[config.mk]
export PLATFORM = sky130hd
export DESIGN_NAME = ex_mem_skid
export DESIGN_NICKNAME = d
export VERILOG_FILES = /design/src/rtl/ex_mem_skid.sv
export SDC_FILE = /design/constraint.sdc
export NUM_CORES = 1
export LEC_CHECK = 0
export CORE_ASPECT_RATIO = 1.75
export CORE_UTILIZATION = 55
export CTS_CLUSTER_DIAMETER = 30
export DETAILED_ROUTE_END_ITERATION = 16
export GPL_ROUTABILITY_DRIVEN = 0
export GPL_TIMING_DRIVEN = 0
export PLACE_DENSITY = 0.86
export REMOVE_ABC_BUFFERS = 1
export SYNTH_ARGS = -nofsm -noshare
export SYNTH_HDL_FRONTEND = slang
export SYNTH_SLANG_ARGS = --single-unit
[constraint.sdc]
create_clock -name clk -period 4.74 [get_ports clk]
set_input_delay 0.948 -clock clk [delete_from_list [all_inputs] [get_ports clk]]
set_output_delay 0.948 -clock clk [all_outputs]
set_load 0.05 [all_outputs]
[src/rtl/ex_mem_skid.sv]
// Execute-to-memory boundary: a 2-entry skid buffer with handshakes on both sides and branch resolution at handoff.
// Optional event counters are enabled with the EX_MEM_SKID_STATS_EN macro.
module ex_mem_skid #(
    parameter int DATA_W = 32,
    parameter int REG_W  = 5
) (
    input  logic              clk,
    input  logic              rst_n,
    // execute side
    input  logic              ValidE,
    output logic              ReadyE,
    input  logic              FlushE,
    input  logic [DATA_W-1:0] ALUOutE,
    input  logic              ZeroE,
    input  logic [DATA_W-1:0] WriteDataE,
    input  logic [REG_W-1:0]  WriteRegE,
    input  logic              RegWriteE,
    input  logic              MemWriteE,
    input  logic              MemtoRegE,
    input  logic              BranchE,
    input  logic [DATA_W-1:0] PCBranchE,
    // memory side
    output logic              ValidM,
    input  logic              ReadyM,
    output logic [DATA_W-1:0] ALUOutM,
    output logic [DATA_W-1:0] WriteDataM,
    output logic [REG_W-1:0]  WriteRegM,
    output logic              RegWriteM,
    output logic              MemWriteM,
    output logic              MemtoRegM,
    output logic              PCSrcM,
    output logic [DATA_W-1:0] PCBranchM
`ifdef EX_MEM_SKID_STATS_EN
    ,
    output logic [31:0]       StatAccept,
    output logic [31:0]       StatStall,
    output logic [31:0]       StatFlush
`endif
);

    typedef enum logic [1:0] {
        EMPTY = 2'd0,
        ONE   = 2'd1,
        TWO   = 2'd2
    } state_e;

    typedef struct packed {
        logic [DATA_W-1:0] alu_out;
        logic              zero;
        logic [DATA_W-1:0] write_data;
        logic [REG_W-1:0]  write_reg;
        logic              reg_write;
        logic              mem_write;
        logic              memto_reg;
        logic              branch;
        logic [DATA_W-1:0] pc_branch;
    } entry_t;

    state_e state_q, state_d;
    logic   ready_e_q, ready_e_d;
    logic   valid_m_q, valid_m_d;
    entry_t head_q, head_d;
    entry_t skid_q, skid_d;
    entry_t in_entry;
    logic   accept;
    logic   handoff;

    assign accept  = ValidE & ready_e_q;
    assign handoff = valid_m_q & ReadyM;

    always_comb begin
        in_entry = '{
            alu_out:    ALUOutE,
            zero:       ZeroE,
            write_data: WriteDataE,
            write_reg:  WriteRegE,
            reg_write:  RegWriteE,
            mem_write:  MemWriteE,
            memto_reg:  MemtoRegE,
            branch:     BranchE,
            pc_branch:  PCBranchE
        };
    end

    // NOTE: every variable gets a default at the top of always_comb so no path leaves it unassigned, which would infer a latch.
    always_comb begin
        state_d = state_q;
        head_d  = head_q;
        skid_d  = skid_q;

        if (FlushE) begin
            // Flush beats accept; a same-cycle handoff was already sampled downstream.
            state_d = EMPTY;
        end else begin
            unique case (state_q)
                EMPTY: begin
                    if (accept) begin
                        head_d  = in_entry;
                        state_d = ONE;
                    end
                end
                ONE: begin
                    if (accept && handoff) begin
                        head_d = in_entry;
                    end else if (accept) begin
                        skid_d  = in_entry;
                        state_d = TWO;
                    end else if (handoff) begin
                        state_d = EMPTY;
                    end
                end
                TWO: begin
                    if (handoff) begin
                        head_d  = skid_q;
                        state_d = ONE;
                    end
                end
                default: state_d = EMPTY;
            endcase
        end

        // Handshake flags are registered copies of the next occupancy, so ReadyE never sees ReadyM combinationally.
        ready_e_d = (state_d != TWO);
        valid_m_d = (state_d != EMPTY);
    end

    // NOTE: sequential state uses non-blocking assignments so every flop samples pre-edge values regardless of block order.
    // NOTE: payload registers are reset too, so outputs read as zero during and right after reset.
    always_ff @(posedge clk or negedge rst_n) begin
        if (!rst_n) begin
            state_q   <= EMPTY;
            ready_e_q <= 1'b0;
            valid_m_q <= 1'b0;
            head_q    <= '0;
            skid_q    <= '0;
        end else begin
            state_q   <= state_d;
            ready_e_q <= ready_e_d;
            valid_m_q <= valid_m_d;
            head_q    <= head_d;
            skid_q    <= skid_d;
        end
    end

    assign ReadyE     = ready_e_q;
    assign ValidM     = valid_m_q;
    assign ALUOutM    = head_q.alu_out;
    assign WriteDataM = head_q.write_data;
    assign WriteRegM  = head_q.write_reg;
    assign RegWriteM  = valid_m_q & head_q.reg_write;
    assign MemWriteM  = valid_m_q & head_q.mem_write;
    assign MemtoRegM  = valid_m_q & head_q.memto_reg;
    assign PCBranchM  = head_q.pc_branch;

    // Zero flag is 1 for a nonzero result, so a branch is taken when it is clear.
    assign PCSrcM     = handoff & head_q.branch & ~head_q.zero;

`ifdef EX_MEM_SKID_STATS_EN
    logic [31:0] stat_accept_q, stat_accept_d;
    logic [31:0] stat_stall_q,  stat_stall_d;
    logic [31:0] stat_flush_q,  stat_flush_d;

    always_comb begin
        stat_accept_d = stat_accept_q;
        stat_stall_d  = stat_stall_q;
        stat_flush_d  = stat_flush_q;
        if (accept) begin
            stat_accept_d = stat_accept_q + 32'd1;
        end
        if (valid_m_q && !ReadyM) begin
            stat_stall_d = stat_stall_q + 32'd1;
        end
        if (FlushE && (state_q != EMPTY)) begin
            stat_flush_d = stat_flush_q + 32'd1;
        end
    end

    always_ff @(posedge clk or negedge rst_n) begin
        if (!rst_n) begin
            stat_accept_q <= '0;
            stat_stall_q  <= '0;
            stat_flush_q  <= '0;
        end else begin
            stat_accept_q <= stat_accept_d;
            stat_stall_q  <= stat_stall_d;
            stat_flush_q  <= stat_flush_d;
        end
    end

    assign StatAccept = stat_accept_q;
    assign StatStall  = stat_stall_q;
    assign StatFlush  = stat_flush_q;
`endif

endmodule

==> flow_summary.yaml, run 1 <==
floorplanning:
  initial_utilization: 0.561
  fp.dieH_microns: 181
  rows: 65
  die_w_microns: 104
  dieArea_sq_um: 18900
  ios: 218
  core_sq_um: 18000
flow_run:
  cap_violations: 0
yosys:
  yosysTopAreaCell: "dfrtp_1"
  synth_edf_count: 0
  synthArstFlopShare: 1.00
  yosysSeqAreaShare: 0.536
  syn_avg_cell_area_sq_um: 14.6
  synth_cell_types: 22
  syn-instance-count: 691
  synth.cells.most_frequent: "mux2_2, dfrtp_1, buf_4, mux2_1, buf_2"
  yosysWarnings: 0
  yosys-top-cells-area: "dfrtp_1, mux2_2, buf_4, mux2_1, buf_2"
  syn_area_sq_um: 10100
  synth_ff_type: "dfrtp_1"
  ys_ff_latch: 216
  synth_top_area_frac: 0.536
  yosysMostFrequentCell: "mux2_2"
critical_path:
  cp_slowest_cell: "clkdlybuf4s50_1"
  crit_arrival_ps: 2520
  crit_path_cell_trace: "clkdlybuf4s50_1 > and4b_1 > clkdlybuf4s50_1"
  cp-start-kind: "input pin"
  cp_common_cell: "clkdlybuf4s50_1"
  required_ps: 3790
  end_kind: "output pin"
  crit_fanout: 4
  worstSetupPathType: "input pin to output pin"
  cp_slowest_stage_delay_ps: 810
global_route:
  first_global_vias: 6713
  antenna_found_initial: 2
  overflow: 0
  grt_usage: 0.229
  grt_pass1_wl_microns: 34400
  grt_max_degree: 116
route:
  drc_errors: 0
  vias: 5758
  drtPass1Iterations: 4
  drt_iter0_markers: 145
  wl_per_cell_microns: 19.7
  via_per_inst: 5.37
  postRouteAntennaNets: 0
  wl_microns: 21100
clocking:
  h-tree-depth: 1
  clockBufferDepth: 3
  ctsResizeCount: 0
  clk_latency_ps: 540
  clock-sinks: 216
  cts_setup_buffers: 0
  path_clk_slew_ps: 60
  numCtsBuffers: 29
  tritoncts: "built"
  cts_hold_buf: 0
  cts_root_buffer: "clkbuf_16"
sta:
  relSlewSlack: 0.342
  hold_viol_final: 0
  rsz0062_at_grt: "no"
  fmax_mhz: 288
  worstMarginPinSlew_ps: 986
  slew_viol_final: 0
  fin_setup_tns_ps: 0
  final.min_clock_period_ps: 3470
  fin_crit_sh: 0.732
  fin_ws_ps: 1270
  setup_viol: 0
  finClkSkew_ps: 31.2
power_and_ir_drop:
  powerDensity_nw_per_um2: 640
  totalPowerFinal_mw: 8.20
  power_leakage_nw: 5.41
  ir_worst_vdd_mv: 0.508
finish:
  drive_gt1_frac: 0.442
  fin_nets: 925
  final_util: 0.713
  n_fill_cell: 1154
  area_delta_synth_final_pct: 27.2
place:
  portBuffers: 217
  place_hpwl_microns: 14800
  place_ws_ps: 904
run_status:
  outcome: "finished, final reports clean"
worst_hold_path:
  hold_path.class: "input pin to asynchronous set/reset pin"
## routing by layer
metal,wire length (microns),global-route usage,vias up
met5,0,0,-
met4,1210,0.143,0
met3,793,0.0317,71
met2,12100,0.440,173
met1,7040,0.226,2935
li1,-,-,2579
## cell usage in the layout (no fill, tap or decap)
master	count
a2111oi_4	1
a211o_1	1
a21bo_2	1
a21o_1	1
a21oi_1	4
a2bb2oi_1	1
and2_1	3
and4b_1	2
buf_16	3
buf_6	2
buf_8	7
bufinv_16	3
clkbuf_1	1
clkbuf_16	29
clkbuf_8	1
clkdlybuf4s50_1	216
clkinv_2	3
clkinv_4	3
clkinvlp_4	7
dfrtp_1	216
diode_2	2
inv_1	1
inv_6	7
mux2_1	17
mux2_2	301
nand2_1	1
nand2_4	1
nand2b_4	1
nand3b_1	1
nor2b_1	1
o21ai_0	1
## worst max-delay path: cells and delay by family
| family | cells | cell delay (ps) |
|---|---|---|
| AND/OR/NAND/NOR | 1 | 210 |
| buffers and inverters | 2 | 1350 |
## cell families (layout without fill, tap and decap cells)
kind of cell           count (synthesis)  count (layout)  synth area share
DFF                                  216             216             0.536
muxes                                318             318             0.355
AOI/OAI and AO/OA                     10              10           0.00869
buffers and inverters                137             283            0.0929
and+or+nand+nor                       10              10           0.00658
other                                  0               2                 0
## final timing paths
path / startpoint / end / slack [ps] / cells past startpoint
setup / recovery: ReadyM / PCSrcM / 1270 / 3
hold / removal: rst_n / skid_q[90] / 460 / 1
setup reg to reg: state_q[1] / PCBranchM[5] / 1810 / 7
max in group asynchronous: rst_n / WriteDataM[10] / 3250 / 2
min in group clk: PCBranchM[18] / PCBranchM[18] / 490 / 1
hold reg to reg: PCBranchM[18] / PCBranchM[18] / 490 / 1
## cell type report
class	instances	area, sq um	area share
Clock buffer	31	743	0.0580
Timing Repair Buffer	228	2370	0.185
Antenna cell	2	5.00	0.000390
Sequential cell	216	5410	0.422
Tap cell	234	293	0.0228
Multi-Input combinational cell	338	3750	0.293
Inverter	1	3.75	0.000293
Clock inverter	23	245	0.0191
## per-stage QoR
step                hold WS [ps]  instance area, sq um  cells
floorplan                    473                  9140    555
global placement             469                 11600   1006
global route                 504                 12800   1073
detailed placement           481                 11800   1017
CTS                          492                 12800   1071
finish                       461                 12800   1073
## report_power, final
group | internal, mW | switching [mW] | leakage [nW]
Sequential | 2.61 | 0.407 | 2.58
Clock | 1.32 | 0.843 | 0.465
Combinational | 1.30 | 1.72 | 2.37
Total | 5.23 | 2.97 | 5.41
## flip-flops by register name, indices dropped and copies added, names as in the netlist
| register | count |
|---|---|
| state_q | 2 |
| skid_q | 106 |
| ReadyE | 1 |
| ALUOutM | 32 |
| PCBranchM | 32 |
| WriteDataM | 32 |
| head_q | 5 |
| WriteRegM | 5 |
| ValidM | 1 |
Note: power is estimated with default switching activity, not from simulation.
==> run 2, diff against run 1 <==
--- a/config.mk
+++ b/config.mk
@@ -6,12 +6,12 @@
 export NUM_CORES = 1
 export LEC_CHECK = 0
 export CORE_ASPECT_RATIO = 1.75
-export CORE_UTILIZATION = 55
+export CORE_UTILIZATION = 51
 export CTS_CLUSTER_DIAMETER = 30
 export DETAILED_ROUTE_END_ITERATION = 16
 export GPL_ROUTABILITY_DRIVEN = 0
 export GPL_TIMING_DRIVEN = 0
-export PLACE_DENSITY = 0.86
+export PLACE_DENSITY = 0.8
 export REMOVE_ABC_BUFFERS = 1
 export SYNTH_ARGS = -nofsm -noshare
 export SYNTH_HDL_FRONTEND = slang
==> constraint.sdc (replaced) <==
create_clock -name clk -period 3.2 [get_ports clk]
set_input_delay 0.64 -clock clk [delete_from_list [all_inputs] [get_ports clk]]
set_output_delay 0.64 -clock clk [all_outputs]
set_load 0.05 [all_outputs]
==> run 2 against run 1 <==
Clock power up 50%. Cell area increased by 0.21%. Setup slack lost 960 ps. Sequential power up 48%. Core utilization decreased by 4.7 points. Clock skew shrank 18 ps. Power grew 48%. Final cell count grew 0.93%. Via count decreased by 0.10%. Largest cell class unchanged. Highest routed layer unchanged.
==> flow_summary.yaml, run 2 (synthesis results as in run 1) <==
sta:
  final.min_clock_period_ps: 2890
  finClkSkew_ps: 13.2
  fin_crit_sh: 0.902
  hold_viol_final: 0
  relSlewSlack: 0.323
  whs_ps: 136
  fmax_mhz: 346
  worstMarginPinSlew_ps: 1010
  setup_viol: 0
  slew_viol_final: 0
  fin_setup_tns_ps: 0
  rsz0062_at_grt: "no"
critical_path:
  timing.rr.start: "state_q[1]"
  end_kind: "register"
  required_ps: 3600
  crit_fanout: 13
  reg2regPathDepth: 6
  timing.rr.end: "PCBranchM[13]"
  crit_arrival_ps: 3290
  worstSetupPathType: "input pin to register"
  cp-start-kind: "input pin"
  r2r_setup_slack_ps: 370
finish:
  drive_gt1_frac: 0.442
  n_fill_cell: 1388
  fin_nets: 926
  largest_register_ffs: 106
  final_common_cell: "mux2_2"
  fin_area_sq_um: 12800
  most-common-layout-cells: "mux2_2, dfrtp_1, clkdlybuf4s50_1, clkbuf_16, mux2_1"
  area_delta_synth_final_pct: 27.5
  top_register: "skid_q"
global_route:
  grt_max_degree: 110
  antenna_found_initial: 4
  first_global_vias: 6511
  overflow: 0
  grt_usage: 0.212
  grt_pass1_wl_microns: 33800
route:
  wl_microns: 21000
  vias: 5752
  wl_per_cell_microns: 19.4
  drtPass1Iterations: 4
  drc_errors: 0
  postRouteAntennaNets: 0
  via_per_inst: 5.31
  drt_iter0_markers: 190
floorplanning:
  rows: 67
  ios: 218
  dieArea_sq_um: 20300
  die_w_microns: 108
  core_sq_um: 19300
  fp.dieH_microns: 188
  initial_utilization: 0.523
clocking:
  cts_hold_buf: 0
  clock-sinks: 216
  ctsResizeCount: 0
  cts_setup_buffers: 0
  h-tree-depth: 1
  clk_latency_ps: 530
  clockBufferDepth: 3
  numCtsBuffers: 29
  tritoncts: "built"
  cts_root_buffer: "clkbuf_16"
  path_clk_slew_ps: 60
place:
  place_hpwl_microns: 14700
  place_area_sq_um: 11800
  portBuffers: 217
power_and_ir_drop:
  ir_worst_vdd_mv: 0.674
  powerDensity_nw_per_um2: 948
  totalPowerFinal_mw: 12.2
  power_leakage_nw: 5.43
run_status:
  outcome: "finished, final reports clean"
flow_run:
  cap_violations: 0
worst_hold_path:
  hold_path.class: "input pin to asynchronous set/reset pin"
==> run 2: changes by cell type in the layout (fill, tap and decap cells not counted), sizes merged <==
cell,previous run,this run
clkbuf,31,35
clkinvlp,7,4
diode,2,4
buf,12,13
inv,8,7
==> run 2: worst max-delay path by stage <==
stage | startpoint | slack [ps] | cells after the start | end
3_5_place_dp | ReadyM | -240 | 7 | ALUOutM[31]
3_3_place_gp | rst_n | -7070 | 1 | skid_q[28]
5_1_grt | ReadyM | 180 | 7 | PCBranchM[14]
6_report | ReadyM | 310 | 7 | PCBranchM[13]
4_1_cts | ReadyM | 290 | 7 | PCBranchM[13]
2_1_floorplan | ValidM | -1970 | 3 | ALUOutM[0]
==> run 2: layer usage <==
metal  routed length [microns]  GRT usage
met5                         0          0
met4                      1130      0.116
met3                      1030     0.0365
met1                      7090      0.219
met2                     11800      0.393
==> run 2: final cells by class <==
| type | count | area, sq um | area share |
|---|---|---|---|
| Clock inverter | 19 | 216 | 0.0169 |
| Inverter | 1 | 3.75 | 0.000292 |
| Multi-Input combinational cell | 338 | 3750 | 0.292 |
| Timing Repair Buffer | 229 | 2370 | 0.184 |
| Antenna cell | 4 | 10.0 | 0.000779 |
| Clock buffer | 35 | 788 | 0.0614 |
| Sequential cell | 216 | 5410 | 0.421 |
| Tap cell | 241 | 302 | 0.0235 |
==> run 2: worst max-delay path, cell delays in order <==
cell	delay, ps
clkdlybuf4s50_1	540
a2bb2oi_1	160
a2111oi_4	940
buf_6	240
buf_6	190
buf_6	200
mux2_2	360
==> run 2: power by group <==
| group | internal (mW) | total [mW] | switching [mW] |
|---|---|---|---|
| Combinational | 1.93 | 4.48 | 2.56 |
| Sequential | 3.86 | 4.44 | 0.579 |
| Clock | 2.02 | 3.25 | 1.22 |
==> run 2: stage by stage <==
stage / std cells / setup WS (ps) / utilization
finish: 1083 / 314 / 0.666
global route: 1083 / 178 / 0.666
CTS: 1079 / 295 / 0.666
detailed placement: 1025 / -242 / 0.613
global placement: 1013 / -7070 / 0.603
floorplan: 555 / -1970 / -
